### src/rtl/video_timing_scheduler.sv
// Raster timing generator: h/v position counters decoded into sync, DE and the
// TMDS control/preamble/guard/video period schedule, all outputs one cycle behind h/v.
module video_timing_scheduler #(
   parameter int unsigned H_ACTIVE  = 640,
   parameter int unsigned H_FP      = 16,
   parameter int unsigned H_SYNC    = 96,
   parameter int unsigned H_BP      = 48,
   parameter int unsigned V_ACTIVE  = 480,
   parameter int unsigned V_FP      = 10,
   parameter int unsigned V_SYNC    = 2,
   parameter int unsigned V_BP      = 33,
   parameter logic        HSYNC_POL = 1'b0,
   parameter logic        VSYNC_POL = 1'b0
) (
   input  logic        clock,
   input  logic        reset,
   input  logic        enable,
   output logic [11:0] hCount,
   output logic [11:0] vCount,
   output logic        hsync,
   output logic        vsync,
   output logic        de,
   output logic [1:0]  period,
   output logic [3:0]  ctl,
   output logic        lineStart,
   output logic        frameStart
);
   localparam int unsigned H_TOTAL   = H_ACTIVE + H_FP + H_SYNC + H_BP;
   localparam int unsigned V_TOTAL   = V_ACTIVE + V_FP + V_SYNC + V_BP;
   localparam int unsigned HS_START  = H_ACTIVE + H_FP;
   localparam int unsigned HS_END    = HS_START + H_SYNC;
   localparam int unsigned VS_START  = V_ACTIVE + V_FP;
   localparam int unsigned VS_END    = VS_START + V_SYNC;
   localparam int unsigned PRE_START = H_TOTAL - 10;
   localparam int unsigned GRD_START = H_TOTAL - 2;

   localparam logic [1:0] PER_CONTROL  = 2'd0;
   localparam logic [1:0] PER_PREAMBLE = 2'd1;
   localparam logic [1:0] PER_GUARD    = 2'd2;
   localparam logic [1:0] PER_VIDEO    = 2'd3;

   logic [11:0] r_h;
   logic [11:0] r_v;
   logic [12:0] w_h;
   logic [12:0] w_v;
   logic        w_h_last;
   logic        w_v_last;
   logic        w_pre_line;
   logic        w_hsync;
   logic        w_vsync;
   logic        w_de;
   logic [1:0]  w_period;
   logic [3:0]  w_ctl;

   logic [11:0] r_hcount;
   logic [11:0] r_vcount;
   logic        r_hsync;
   logic        r_vsync;
   logic        r_de;
   logic [1:0]  r_period;
   logic [3:0]  r_ctl;
   logic        r_line_start;
   logic        r_frame_start;

   // 13-bit views so comparisons against totals of up to 4096 cannot truncate
   assign w_h      = {1'b0, r_h};
   assign w_v      = {1'b0, r_v};
   assign w_h_last = (r_h == 12'(H_TOTAL - 1));
   assign w_v_last = (r_v == 12'(V_TOTAL - 1));

   // Position counters
   always_ff @(posedge clock or posedge reset) begin
      if (reset) begin
         r_h <= '0;
         r_v <= '0;
      end else if (enable) begin
         if (w_h_last) begin
            r_h <= '0;
            r_v <= w_v_last ? 12'd0 : r_v + 12'd1;
         end else begin
            r_h <= r_h + 12'd1;
         end
      end
   end

   // Decode of the current position; a pre-active line is one followed by an active line
   always_comb begin
      w_hsync    = ~HSYNC_POL;
      w_vsync    = ~VSYNC_POL;
      w_de       = 1'b0;
      w_period   = PER_CONTROL;
      w_ctl      = 4'b0000;
      w_pre_line = w_v_last || (w_v < 13'(V_ACTIVE - 1));

      if ((w_h >= 13'(HS_START)) && (w_h < 13'(HS_END)))
         w_hsync = HSYNC_POL;
      if ((w_v >= 13'(VS_START)) && (w_v < 13'(VS_END)))
         w_vsync = VSYNC_POL;

      if ((w_h < 13'(H_ACTIVE)) && (w_v < 13'(V_ACTIVE))) begin
         w_de     = 1'b1;
         w_period = PER_VIDEO;
      end else if (w_pre_line && (w_h >= 13'(GRD_START))) begin
         w_period = PER_GUARD;
      end else if (w_pre_line && (w_h >= 13'(PRE_START))) begin
         w_period = PER_PREAMBLE;
      end

      if (w_period == PER_PREAMBLE)
         w_ctl = 4'b0001;
   end

   // Output registers; while stalled, sync and counts hold but the link idles in CONTROL
   always_ff @(posedge clock or posedge reset) begin
      if (reset) begin
         r_hcount      <= '0;
         r_vcount      <= '0;
         r_hsync       <= ~HSYNC_POL;
         r_vsync       <= ~VSYNC_POL;
         r_de          <= 1'b0;
         r_period      <= PER_CONTROL;
         r_ctl         <= 4'b0000;
         r_line_start  <= 1'b0;
         r_frame_start <= 1'b0;
      end else if (enable) begin
         r_hcount      <= r_h;
         r_vcount      <= r_v;
         r_hsync       <= w_hsync;
         r_vsync       <= w_vsync;
         r_de          <= w_de;
         r_period      <= w_period;
         r_ctl         <= w_ctl;
         r_line_start  <= (r_h == 12'd0);
         r_frame_start <= (r_h == 12'd0) && (r_v == 12'd0);
      end else begin
         r_de          <= 1'b0;
         r_period      <= PER_CONTROL;
         r_ctl         <= 4'b0000;
         r_line_start  <= 1'b0;
         r_frame_start <= 1'b0;
      end
   end

   assign hCount     = r_hcount;
   assign vCount     = r_vcount;
   assign hsync      = r_hsync;
   assign vsync      = r_vsync;
   assign de         = r_de;
   assign period     = r_period;
   assign ctl        = r_ctl;
   assign lineStart  = r_line_start;
   assign frameStart = r_frame_start;

endmodule

### config.mk
export PLATFORM = sky130hd
export DESIGN_NAME = video_timing_scheduler
export DESIGN_NICKNAME = d
export VERILOG_FILES = /design/src/rtl/video_timing_scheduler.sv
export SDC_FILE = /design/constraint.sdc
export NUM_CORES = 1
export LEC_CHECK = 0
export ABC_AREA = 1
export CAP_MARGIN = 0
export CORE_ASPECT_RATIO = 1.4
export CORE_MARGIN = 10
export CORE_UTILIZATION = 50
export DETAILED_ROUTE_END_ITERATION = 10
export PLACE_DENSITY_LB_ADDON = 0.12
export REMOVE_ABC_BUFFERS = 1
export SLEW_MARGIN = 30
export SYNTH_ARGS = -nofsm -noshare
export SYNTH_HDL_FRONTEND = slang
export SYNTH_SLANG_ARGS = --single-unit
### constraint.sdc
create_clock -name clock -period 2.3 [get_ports clock]
set_clock_uncertainty 0.1 [all_clocks]
set_input_delay 0.46 -clock clock [delete_from_list [all_inputs] [get_ports clock]]
set_output_delay 0.46 -clock clock [all_outputs]
set_load 0.03 [all_outputs]
After elaboration in Yosys (flattened, before gate mapping)
Index checks and enable logic that the tools add are counted.
{"block": "totals", "romBits": 0, "in_bits": 3, "register_bits": 59, "latchBits": 0, "mem_bits_rw": 0, "wordCells": 49, "memories": 0}
{"block": "classes", "muxes": 14, "addsub": 2, "bitwise_logic": 0, "magnitude_cmp": 9, "reduce_logical": 10, "shift": 0, "multipliers": 0, "n_div": 0, "n_eq_ne": 3}
{"op": ">= comparator 12 x 10 -> 1 bit, second input constant", "n": 3}
{"op": "less-than comparator 12 x 9 -> 1 bit, second input constant", "n": 3}
{"op": "adder 12 x 1 -> 12 bit, second input constant", "n": 2}
{"op": "== test 12 x 10 -> 1 bit, second input constant", "n": 2}
{"op": "logical NOT 12 bit", "n": 2}
{"op": "less-than comparator 12 x 10 -> 1 bit, second input constant", "n": 2}
{"op": "two-way mux 12 bit", "n": 2}
{"op": ">= comparator 12 x 9 -> 1 bit, second input constant", "n": 1}
{"op": "two-way mux 1 bit", "n": 8}
{"op": "logical AND 1 bit", "n": 6}
{"op": "two-way mux 2 bit", "n": 3}
{"op": "two-way mux 4 bit", "n": 1}
{"op": "== test 2 x 1 -> 1 bit, second input constant", "n": 1}
{"op": "AND reduction 2 bit", "n": 1}
{"op": "logical OR 1 bit", "n": 1}

Longest topological paths before layout
Gate-level depths: netlist of run 1.
{"block": "logic_depth", "depth_word": 9, "ltp_mapped": 8, "ltp_nobuf": 8}

Worst setup path after synthesis of run 1
OpenSTA, ideal clock, no wires.
{"block": "synth_timing", "path_kind": "register to register", "from": "register r_v[0]", "to": "register r_period[0], in the netlist period[0]", "setup_ps": 78, "slack_ps": 845, "t_required_ps": 2122, "stages_incl_launch_ff": 9, "period_less_slack_ps": 1455, "arrival_time_ps": 1277, "path_cell_list": "dfrtp_1 inv_1 ha_1 nand3_1 nor2_1 nand2_1 nand2_1 nand2_1 o21bai_1"}
{"block": "synth_between", "elab_chain_len": 7}
{"item": "start, declared", "line_no": "43", "source": "logic [11:0] r_v;"}
{"item": "start signal, assigned", "line_no": "79", "source": "r_v <= w_v_last ? 12'd0 : r_v + 12'd1;"}
{"item": "less-than comparator 12 x 9 -> 1 bit or == test 12 x 10 -> 1 bit (tied branches)", "line_no": "93, 69"}
{"item": "logical OR 1 bit", "line_no": "93", "source": "w_pre_line = w_v_last || (w_v < 13'(V_ACTIVE - 1));"}
{"item": "logical AND 1 bit", "line_no": "105", "source": "end else if (w_pre_line && (w_h >= 13'(PRE_START))) begin"}
{"item": "two-way mux 1 bit", "line_no": "105"}
{"item": "two-way mux 2 bit", "line_no": "103", "source": "end else if (w_pre_line && (w_h >= 13'(GRD_START))) begin"}
{"item": "two-way mux 2 bit (*)", "line_no": "100", "source": "if ((w_h < 13'(H_ACTIVE)) && (w_v < 13'(V_ACTIVE))) begin"}
{"item": "two-way mux 2 bit (*)", "line_no": "125", "source": "end else if (enable) begin"}
{"item": "end signal, assigned", "line_no": "131", "source": "r_period <= w_period;"}
{"item": "end, declared", "line_no": "60", "source": "logic [1:0] r_period;"}
Mark *: on every way between the ends. The rest lies on a longest branch, timed or not.
A chain may end at the register's enable or synchronous reset.

Final worst setup path of run 1
{"block": "layout_timing", "from": "register r_hsync, in the netlist hsync", "to": "output hsync"}
{"item": "start, declared", "line_no": "57", "source": "logic r_hsync;"}
{"item": "start signal, assigned", "line_no": "118", "source": "r_hsync <= ~HSYNC_POL;"}
{"item": "start signal, assigned", "line_no": "128", "source": "r_hsync <= w_hsync;"}
{"item": "end, declared", "line_no": "20", "source": "output logic hsync,"}
No word-level cell between the ends.

==> reports/metrics.csv, run 1 <==
metric,value,unit
cts_buffers,5,
pwr-share-seq,0.489,
synthMuxAreaShare,0,
synth_simple_gate_area_share,0.294,
switching_power,0.000911,W
dieHeight,109,um
setup_viol,0,
cts.hold.buffers_added,0,
clk_latency,0.31,ns
status,completed,
hpwl,4930,um
clkPwrFrac,0.230,
cts.repair.resized,0,
htree_levels,2,
vias,2250,
timing.fmax,0.481,GHz
fin_crit,2.08,ns
vias_per_cell,5.07,
finalHoldViolCount,0,
end_kind,output pin,
drcViolationCount,0,
die_area,9090,um2
fin_cells,444,
ys_warn_count,0,
wire_per_inst,14.2,um
synth_area,2820,um2
grt_pass1_wl,10900,um
ios,38,
ys_ff_latch,56,
core,5490,um2
cts.sinks,56,
swShare,0.357,
most-common-layout-cells,"80 x nand2_1, 54 x dfrtp_1, 35 x inv_1, 35 x o21ai_0, 34 x clkdlybuf4s50_1",
synth_cells,338,
dp.cells,436,
cp_cell_sequence,clkdlybuf4s50_1,
start_util,0.514,
power.leakage,1.58,nW
avgSynthCellArea,8.34,um2
initialDrtViolationCount,99,
maxSlewViolCount,0,
diodes,0,
yosysSeqAreaShare,0.498,
slowest_delay,0.66,ns
max_cap_viol_count,0,
clk_pin_slew,0.10,ns
firstDrtPassIters,4,
hold_path.class,input port to async pin,
areaGrowthSynthToFinish,18.1,%
pwr_density_cell,767,nW/um2
grt_use_total,0.144,
p_int,0.00164,W
antenna_found_initial,0,
cp.buffers_inverters,1,
synth_compound_area_frac,0.0918,
finalCritPeriodShare,0.903,
cts_buffer_depth,2,
die_w,83.5,um
grt_max_degree,40,
ant_nets,0,
rsz0062_at_grt,no,
synthAdderAreaFrac,0.0222,
cp_slowest_cell,clkdlybuf4s50_1,
final_common_cell,nand2_1,
cts_tree,yes,
gp_congestion,0.939,
nFillCells,518,
io_buffers,34,
num_rows,32,
synth_top_family_by_area,simple AND/OR/NAND/NOR gates,
whs,0.312,ns
fin_nets,383,
synthXorXnorAreaFrac,0.0155,
grt_pass1_vias,2294,
synth_cell_type_count,34,
crit_type,register to output pin,
grt_remaining_overflow,0,
drive_gt1_frac,0.0904,
startpoint_type,register,
ir_drop,359,uV
arrival,1.52,ns
p_comb_frac,0.281,
required,1.74,ns
crit_fanout,2,
setup_tns,0,ns
cts_setup_buffers,0,
wl,6310,um
clockRootBuffer,clkbuf_8,
critPathTopFamily,buffers and inverters,
## Yosys cell counts, drive strengths merged
cell type,instances,area (um2)
dfstp,2,52.6
ha,5,62.6
nor2,36,174
nand3b,2,15.0
dfrtp,54,1350
clkbuf,2,7.51
nand2,83,319
nor3,10,66.3
buf,8,57.6
o211ai,1,7.51
nand4,6,37.5
xor2,5,43.8
o21bai,1,7.51
o22ai,1,6.26
nor4,1,6.26
a21oi,5,25.0
o21ai,41,213
conb,1,3.75
inv,40,153
nand3,33,193
nor3b,1,18.8
## power by group through the flow
stage / Sequential [W] / Clock, W / Combinational, W
after floorplan: 0.00137 / 0 / 0.000355
after CTS: 0.00125 / 0.000603 / 0.000731
final: 0.00125 / 0.000587 / 0.000719
after global placement: 0.00126 / 0 / 0.000720
after detailed placement: 0.00127 / 0 / 0.000729
after global routing: 0.00127 / 0.000639 / 0.000792
## sequential cells by signal, summed over array words and instances (netlist names)
signal and cells:
vsync 1, lineStart 1, hCount 12, frameStart 1
r_v 12, r_h 12, period 2, vCount 12
hsync 1, de 1, ctl 1
## area by class of cell
class | count | area [um2] | area share
sequential | 56 | 1400 | 0.421
multi-input combinational | 234 | 1210 | 0.362
timing repair buffer | 38 | 383 | 0.115
inverter | 40 | 153 | 0.0458
clock buffer | 8 | 100 | 0.0301
tap | 68 | 85.1 | 0.0255
## worst paths after layout
| kind | from | end | slack [ns] | depth (start not counted) |
|---|---|---|---|---|
| worst max-delay path | hsync | hsync | 0.22 | 1 |
| worst min-delay path | reset | hCount[1] | 0.31 | 2 |
| worst max register to register | r_v[0] | period[1] | 0.52 | 8 |
| worst min register to register | hCount[2] | hCount[2] | 0.39 | 2 |
| max in group asynchronous | reset | vsync | 1.22 | 3 |
| min in group clock | hCount[2] | hCount[2] | 0.39 | 2 |
## routing by layer
metal,part of all wire,track usage,vias to the layer above
met5,0,0,-
met4,0.014,0.0456,0
met3,0.029,0.0276,7
met2,0.57,0.296,25
met1,0.38,0.140,1059
li1,-,-,1159
## through the flow
stage,util,worst slack (ns),area (um2),total power [W]
floorplan,-,0.372,2760,0.00173
global placement,0.589,0.137,3230,0.00198
detailed placement,0.589,0.0961,3230,0.00200
CTS,0.607,0.205,3330,0.00258
global route,0.607,0.165,3330,0.00270
finish,0.607,0.222,3330,0.00256
## logic make-up (layout without fill, tap and decap cells)
family / after synthesis / in the layout
simple gates: 172 / 172
flops: 56 / 56
buf+inv: 50 / 86
compound gates: 49 / 49
fa+ha+maj: 5 / 5
xor+xnor: 5 / 5
other cells: 1 / 3
No activity file was read; power rests on OpenSTA's default activity.
==> inputs of run 2 (changes only) <==
--- a/config.mk
+++ b/config.mk
@@ -10,6 +10,7 @@
 export CORE_ASPECT_RATIO = 1.4
 export CORE_MARGIN = 10
 export CORE_UTILIZATION = 50
+export CTS_CLUSTER_SIZE = 28
 export DETAILED_ROUTE_END_ITERATION = 10
 export PLACE_DENSITY_LB_ADDON = 0.12
 export REMOVE_ABC_BUFFERS = 1
==> results of run 2 <==
Final layout, timing and power as in run 1 (identical DEF).
==> inputs of run 3 (changes only) <==
--- a/config.mk
+++ b/config.mk
@@ -14,6 +14,7 @@
 export DETAILED_ROUTE_END_ITERATION = 10
 export PLACE_DENSITY_LB_ADDON = 0.12
 export REMOVE_ABC_BUFFERS = 1
+export SKIP_CTS_REPAIR_TIMING = 1
 export SLEW_MARGIN = 30
 export SYNTH_ARGS = -nofsm -noshare
 export SYNTH_HDL_FRONTEND = slang
==> results of run 3 <==
Final layout, timing and power as in run 1 (identical DEF).
